<file path="config.mk">
export PLATFORM = sky130hd
export DESIGN_NAME = led_frame_scheduler_flat
export DESIGN_NICKNAME = d
export VERILOG_FILES = /design/src/rtl/led_frame_scheduler_if.sv /design/src/rtl/led_frame_scheduler.sv /design/src/flat_wrapper.sv
export SDC_FILE = /design/constraint.sdc
export NUM_CORES = 1
export LEC_CHECK = 0
export ABC_AREA = 1
export BUFFER_PORTS_ARGS = -buffer_cell sky130_fd_sc_hd__buf_2
export CAP_MARGIN = 0
export CORE_MARGIN = 2
export CORE_UTILIZATION = 58
export CTS_BUF_LIST = sky130_fd_sc_hd__clkbuf_8 sky130_fd_sc_hd__clkbuf_16
export DETAILED_ROUTE_END_ITERATION = 6
export PLACE_DENSITY = 0.82
export SLEW_MARGIN = 20
export SYNTH_ARGS = -nofsm -noshare
export SYNTH_HDL_FRONTEND = slang
export SYNTH_SLANG_ARGS = --single-unit
</file>
<file path="constraint.sdc">
create_clock -name clk -period 4.6 [get_ports clk]
set_input_delay 0.23 -clock clk [delete_from_list [all_inputs] [get_ports clk]]
set_output_delay 0.23 -clock clk [all_outputs]
set_load 0.03 [all_outputs]
</file>
<file path="src/rtl/led_frame_scheduler_if.sv">
`default_nettype none
// ============================================================================
// led_frame_scheduler_if : game-logic, pixel-RAM and WS2812 transmitter handshake
// Revision 1.0
// ============================================================================
interface led_frame_scheduler_if #(
  parameter int ADDR_W       = 6,
  parameter int BITS_PER_LED = 24
);
  logic                    frame_ready;
  logic                    frame_busy;
  logic                    frame_done;
  logic                    pix_rd_en;
  logic [ADDR_W-1:0]       pix_addr;
  logic [BITS_PER_LED-1:0] pix_data;
  logic                    new_bit_rqst;
  logic                    bit_to_transmit;
  logic                    all_bits_shifted;
  logic                    new_frame_rqst;

  modport master (
    input  frame_ready, pix_data, new_bit_rqst, new_frame_rqst,
    output frame_busy, frame_done, pix_rd_en, pix_addr, bit_to_transmit, all_bits_shifted
  );

  modport slave (
    output frame_ready, pix_data, new_bit_rqst, new_frame_rqst,
    input  frame_busy, frame_done, pix_rd_en, pix_addr, bit_to_transmit, all_bits_shifted
  );
endinterface
`default_nettype wire

</file>
<file path="src/rtl/led_frame_scheduler.sv">
`default_nettype none
// ============================================================================
// led_frame_scheduler : fetches GRB pixel words and serialises one frame MSB-first
// Revision 1.0
// ============================================================================
module led_frame_scheduler #(
  parameter int NUM_LEDS     = 64,
  parameter int ADDR_W       = 6,
  parameter int BITS_PER_LED = 24
) (
  input  wire logic              clk,
  input  wire logic              rst,
  led_frame_scheduler_if.master  bus
);
  localparam int                CNT_W    = (BITS_PER_LED > 1) ? $clog2(BITS_PER_LED) : 1;
  localparam logic [CNT_W-1:0]  LAST_BIT = CNT_W'(BITS_PER_LED - 1);
  localparam logic [ADDR_W-1:0] LAST_IDX = ADDR_W'(NUM_LEDS - 1);

  localparam logic [2:0] IDLE     = 3'd0;
  localparam logic [2:0] FETCH    = 3'd1;
  localparam logic [2:0] LOAD     = 3'd2;
  localparam logic [2:0] SHIFT    = 3'd3;
  localparam logic [2:0] WAIT_RST = 3'd4;

  logic [2:0]              state;
  logic                    rst_seen;
  logic                    nxt_valid;
  logic                    pend;
  logic                    pf_cap;
  logic [ADDR_W-1:0]       led_idx;
  logic [CNT_W-1:0]        bit_cnt;
  logic [BITS_PER_LED-1:0] shreg;
  logic [BITS_PER_LED-1:0] nxt_pix;
  logic                    frame_busy;
  logic                    frame_done;
  logic                    pix_rd_en;
  logic [ADDR_W-1:0]       pix_addr;
  logic                    all_bits_shifted;
  logic                    take_next;

  // Move to the prefetched pixel: either a held request or a fresh last-bit request.
  assign take_next = (state == SHIFT) && nxt_valid &&
                     (pend || (bus.new_bit_rqst && bit_cnt == LAST_BIT && led_idx != LAST_IDX));

  always_ff @(posedge clk) begin
    if (rst) begin
      state            <= IDLE;
      rst_seen         <= 1'b0;
      nxt_valid        <= 1'b0;
      pend             <= 1'b0;
      pf_cap           <= 1'b0;
      led_idx          <= '0;
      bit_cnt          <= '0;
      shreg            <= '0;
      nxt_pix          <= '0;
      frame_busy       <= 1'b0;
      frame_done       <= 1'b0;
      pix_rd_en        <= 1'b0;
      pix_addr         <= '0;
      all_bits_shifted <= 1'b1;
    end else begin
      frame_done <= 1'b0;
      pf_cap     <= pix_rd_en && (state == SHIFT);
      case (state)
        IDLE: begin
          if ((rst_seen || bus.new_frame_rqst) && bus.frame_ready) begin
            rst_seen   <= 1'b0;
            frame_busy <= 1'b1;
            led_idx    <= '0;
            bit_cnt    <= '0;
            nxt_valid  <= 1'b0;
            pend       <= 1'b0;
            pix_rd_en  <= 1'b1;
            pix_addr   <= '0;
            state      <= FETCH;
          end else if (bus.new_frame_rqst) begin
            rst_seen <= 1'b1;
          end
        end
        FETCH: begin
          pix_rd_en <= 1'b0;
          state     <= LOAD;
        end
        LOAD: begin
          shreg            <= bus.pix_data;
          bit_cnt          <= '0;
          all_bits_shifted <= 1'b0;
          pix_rd_en        <= (led_idx < LAST_IDX);
          if (led_idx < LAST_IDX) pix_addr <= led_idx + 1'b1;
          state            <= SHIFT;
        end
        SHIFT: begin
          pix_rd_en <= 1'b0;
          if (pf_cap) begin
            nxt_pix   <= bus.pix_data;
            nxt_valid <= 1'b1;
          end
          if (take_next) begin
            shreg     <= nxt_pix;
            nxt_valid <= 1'b0;
            pend      <= 1'b0;
            led_idx   <= led_idx + 1'b1;
            bit_cnt   <= '0;
            pix_rd_en <= ((led_idx + 1'b1) < LAST_IDX);
            if ((led_idx + 1'b1) < LAST_IDX) pix_addr <= led_idx + ADDR_W'(2);
          end else if (!pend && bus.new_bit_rqst) begin
            if (bit_cnt != LAST_BIT) begin
              shreg   <= shreg << 1;
              bit_cnt <= bit_cnt + 1'b1;
            end else if (led_idx != LAST_IDX) begin
              pend <= 1'b1;
            end else begin
              all_bits_shifted <= 1'b1;
              state            <= WAIT_RST;
            end
          end
        end
        WAIT_RST: begin
          if (bus.new_frame_rqst) begin
            frame_done <= 1'b1;
            frame_busy <= 1'b0;
            rst_seen   <= 1'b1;
            state      <= IDLE;
          end
        end
        default: state <= IDLE;
      endcase
    end
  end

  // Only SHIFT presents data; every other state idles the line low.
  assign bus.bit_to_transmit  = (state == SHIFT) && shreg[BITS_PER_LED-1];
  assign bus.all_bits_shifted = all_bits_shifted;
  assign bus.frame_busy       = frame_busy;
  assign bus.frame_done       = frame_done;
  assign bus.pix_rd_en        = pix_rd_en;
  assign bus.pix_addr         = pix_addr;
endmodule
`default_nettype wire

</file>
<file path="src/flat_wrapper.sv">
// flat-port wrapper written by rule: the top's interface ports become plain ports
module led_frame_scheduler_flat 
#(
  parameter int NUM_LEDS     = 64,
  parameter int ADDR_W       = 6,
  parameter int BITS_PER_LED = 24
)
  (clk, rst, bus_frame_ready, bus_pix_data, bus_new_bit_rqst, bus_new_frame_rqst, bus_frame_busy, bus_frame_done, bus_pix_rd_en, bus_pix_addr, bus_bit_to_transmit, bus_all_bits_shifted);
  led_frame_scheduler_if #(.ADDR_W(ADDR_W), .BITS_PER_LED(BITS_PER_LED)) bus_i ();
  input  wire logic clk;
  input  wire logic rst;
  input wire logic [$bits(bus_i.frame_ready)-1:0] bus_frame_ready;
  input wire logic [$bits(bus_i.pix_data)-1:0] bus_pix_data;
  input wire logic [$bits(bus_i.new_bit_rqst)-1:0] bus_new_bit_rqst;
  input wire logic [$bits(bus_i.new_frame_rqst)-1:0] bus_new_frame_rqst;
  output wire logic [$bits(bus_i.frame_busy)-1:0] bus_frame_busy;
  output wire logic [$bits(bus_i.frame_done)-1:0] bus_frame_done;
  output wire logic [$bits(bus_i.pix_rd_en)-1:0] bus_pix_rd_en;
  output wire logic [$bits(bus_i.pix_addr)-1:0] bus_pix_addr;
  output wire logic [$bits(bus_i.bit_to_transmit)-1:0] bus_bit_to_transmit;
  output wire logic [$bits(bus_i.all_bits_shifted)-1:0] bus_all_bits_shifted;
  assign bus_i.frame_ready = bus_frame_ready;
  assign bus_i.pix_data = bus_pix_data;
  assign bus_i.new_bit_rqst = bus_new_bit_rqst;
  assign bus_i.new_frame_rqst = bus_new_frame_rqst;
  assign bus_frame_busy = bus_i.frame_busy;
  assign bus_frame_done = bus_i.frame_done;
  assign bus_pix_rd_en = bus_i.pix_rd_en;
  assign bus_pix_addr = bus_i.pix_addr;
  assign bus_bit_to_transmit = bus_i.bit_to_transmit;
  assign bus_all_bits_shifted = bus_i.all_bits_shifted;
  led_frame_scheduler #(.NUM_LEDS(NUM_LEDS), .ADDR_W(ADDR_W), .BITS_PER_LED(BITS_PER_LED)) u_core (.clk(clk), .rst(rst), .bus(bus_i));
endmodule
</file>
==> impl_metrics.json <==
{
  "final_layout_size_suffix_gt1_frac": 0.126,
  "first_iter_violations": 283,
  "synth.net_count": 615,
  "synth_warnings": 0,
  "diodes": 0,
  "root_buffer": "clkbuf_8",
  "place_hpwl_um": 5570,
  "crit_arrival_ns": 2.97,
  "grt_pass1_vias": 3534,
  "fp.dieArea_um2": 7240,
  "synth.avg_cell_area_um2": 6.56,
  "layout.nets": 637,
  "synth_top_area_frac": 0.399,
  "hold_violations": 0,
  "ys_types": 30,
  "io_buffers": 39,
  "fin_cells": 686,
  "ys_ff_latch": 76,
  "clk_pin_slew_worst_paths_ns": 0.08,
  "final_antenna_net_count": 0,
  "design_area_um2": 4180,
  "floorplan.initialDensity": 0.601,
  "maxCapViolations": 0,
  "ys_top_cells_by_count": "nand2_1 (162), nor2_1 (86), nand3_1 (83), dfxtp_1 (76), inv_1 (49)",
  "critical_path.endpoint_type": "register",
  "syn_inst": 582,
  "die_h_um": 85.1,
  "postCtsSetupBuffers": 0,
  "core_area_um2": 6350,
  "relSlewSlack": 0.324,
  "hold_path.class": "primary input to register",
  "finalPower_mw": 2.30,
  "track_usage": 0.258,
  "regArea_um2": 1520,
  "synth_area_leaders": "dfxtp_1 (40%), nand2_1 (16%), nand3_1 (11%)",
  "postRouteWirelength_um": 8790,
  "fp.dieW_um": 85.1,
  "syn_to_final_growth_pct": 9.57,
  "std_cell_rows": 29,
  "cts_buffers": 9,
  "wire_per_inst_um": 12.8,
  "power.density_nw_per_um2": 550,
  "place_inst": 670,
  "cts_num_sinks": 76,
  "cts_tree": "done",
  "synth-seq-area-share": 0.399,
  "htree_levels": 3,
  "clkLatencyLatePin_ns": 0.36,
  "setup_violations": 0,
  "critPathMaxFanout": 47,
  "p_leak_nw": 1.88,
  "fin_skew_ns": 0.0122,
  "maxSlewViolCount": 0,
  "placed_cell_area_um2": 3970,
  "ys.flop_type": "dfxtp_1",
  "grt_max_degree": 48,
  "syn_area_um2": 3820,
  "grt_antenna_before_repair": 0,
  "hold_buffers": 0,
  "run_status": "completed",
  "async_reset_ff_frac": 0,
  "post-route-min-period_ns": 2.73,
  "multi_input_area_um2": 1940,
  "drc": 0,
  "postCtsResizedCells": 0,
  "irDropWorstVdd_uv": 460,
  "grt_pass1_wl_um": 15200,
  "worstMarginPinSlew_ns": 1.01,
  "startpoint_type": "register",
  "firstDrtPassIters": 5,
  "ios": 40,
  "n_fill_cell": 559,
  "fin_crit_sh": 0.593,
  "critPathKind": "register to register",
  "tns_ns": 0,
  "vias_per_cell": 5.37,
  "synth.most_common_cell": "nand2_1",
  "clock_path_buffers": 2,
  "yosysTopAreaCell": "dfxtp_1",
  "clock.fmax_mhz": 367,
  "grt_remaining_overflow": 0,
  "rsz0062_at_grt": "false",
  "synth-edff-count": 0,
  "gp_congestion": 0.976,
  "critPathRequiredTime_ns": 4.85,
  "vias": 3681,
  "hold_ws_ns": 0.0796
}
-- cells by family after synthesis --
logic type | synth area share
compound gates | 0.0911
fa+ha+maj | 0.0131
flops | 0.399
simple gates | 0.397
buf+inv | 0.0934
xor+xnor | 0.00689
-- routing by layer --
metal	global-route usage	part of all wire	wire, um
met3	0.0603	0.062	543
met4	0.108	0.014	127
met2	0.433	0.48	4190
met1	0.319	0.45	3930
met5	0	0	0
-- critical path: stages, from the launching register on --
cell,delay [ns]
dfxtp_1,0.38
nor2_4,0.19
nand2_4,0.09
inv_2,0.47
nand2_2,0.16
inv_2,0.11
nand2_4,0.19
nand3_2,0.15
nand2_2,0.46
o21ai_0,0.34
nor2_1,0.06
-- placed cells by master (no fill, tap or decap), drive strengths merged, types with 2 or more instances in the layout --
cell / instances
a31oi: 2
o21ai: 18
dfxtp: 76
clkinvlp: 2
buf: 41
a21oi: 38
inv: 54
nor2: 89
o22ai: 4
xor2: 2
ha: 4
or2: 3
bufinv: 2
nand3: 85
clkbuf: 9
nand2: 169
nand4: 5
clkinv: 2
-- metrics by stage --
step | utilization | setup slack (ns)
floorplan | - | 2.88
global placement | 0.624 | 1.99
detailed placement | 0.624 | 1.94
CTS | 0.659 | 1.91
global route | 0.659 | 1.58
finish | 0.659 | 1.87
-- final timing paths --
path / from / end / slack (ns) / cells past startpoint
setup / recovery: u_core.state[2]$_SDFFE_PP0P_ / u_core.shreg[0]$_SDFFE_PP0P_ / 1.87 / 10
hold / removal: bus_frame_ready / u_core.rst_seen$_SDFFE_PP0P_ / 0.08 / 2
setup reg to reg: u_core.state[2]$_SDFFE_PP0P_ / u_core.shreg[0]$_SDFFE_PP0P_ / 1.87 / 10
hold reg to reg: u_core.nxt_pix[0]$_SDFFE_PP0P_ / u_core.nxt_pix[0]$_SDFFE_PP0P_ / 0.46 / 2
-- power by group --
| group | internal, mW | leakage (nW) | switching [mW] |
|---|---|---|---|
| clock network | 0.303 | 0.107 | 0.254 |
| registers | 0.810 | 0.619 | 0.0911 |
| logic | 0.268 | 1.15 | 0.574 |
-- flip-flops by register name, summed over array words and instances, names as in the netlist --
register,count
u_core.pend,1
u_core.bus.frame_done,1
u_core.nxt_valid,1
u_core.bus.frame_busy,1
u_core.bus.pix_addr,6
u_core.bus.pix_rd_en,1
u_core.state,3
u_core.shreg,24
u_core.pf_cap,1
u_core.bus.all_bits_shifted,1
u_core.bit_cnt,5
u_core.led_idx,6
u_core.rst_seen,1
u_core.nxt_pix,24
-- area by class of cell --
type                            count  area share
Inverter                           53      0.0476
Clock buffer                        9      0.0296
Multi-Input combinational cell    423       0.463
Sequential cell                    76       0.364
Clock inverter                      7      0.0221
Tap cell                           77      0.0230
Timing Repair Buffer               41      0.0503
(Power assumes the default switching activity.)
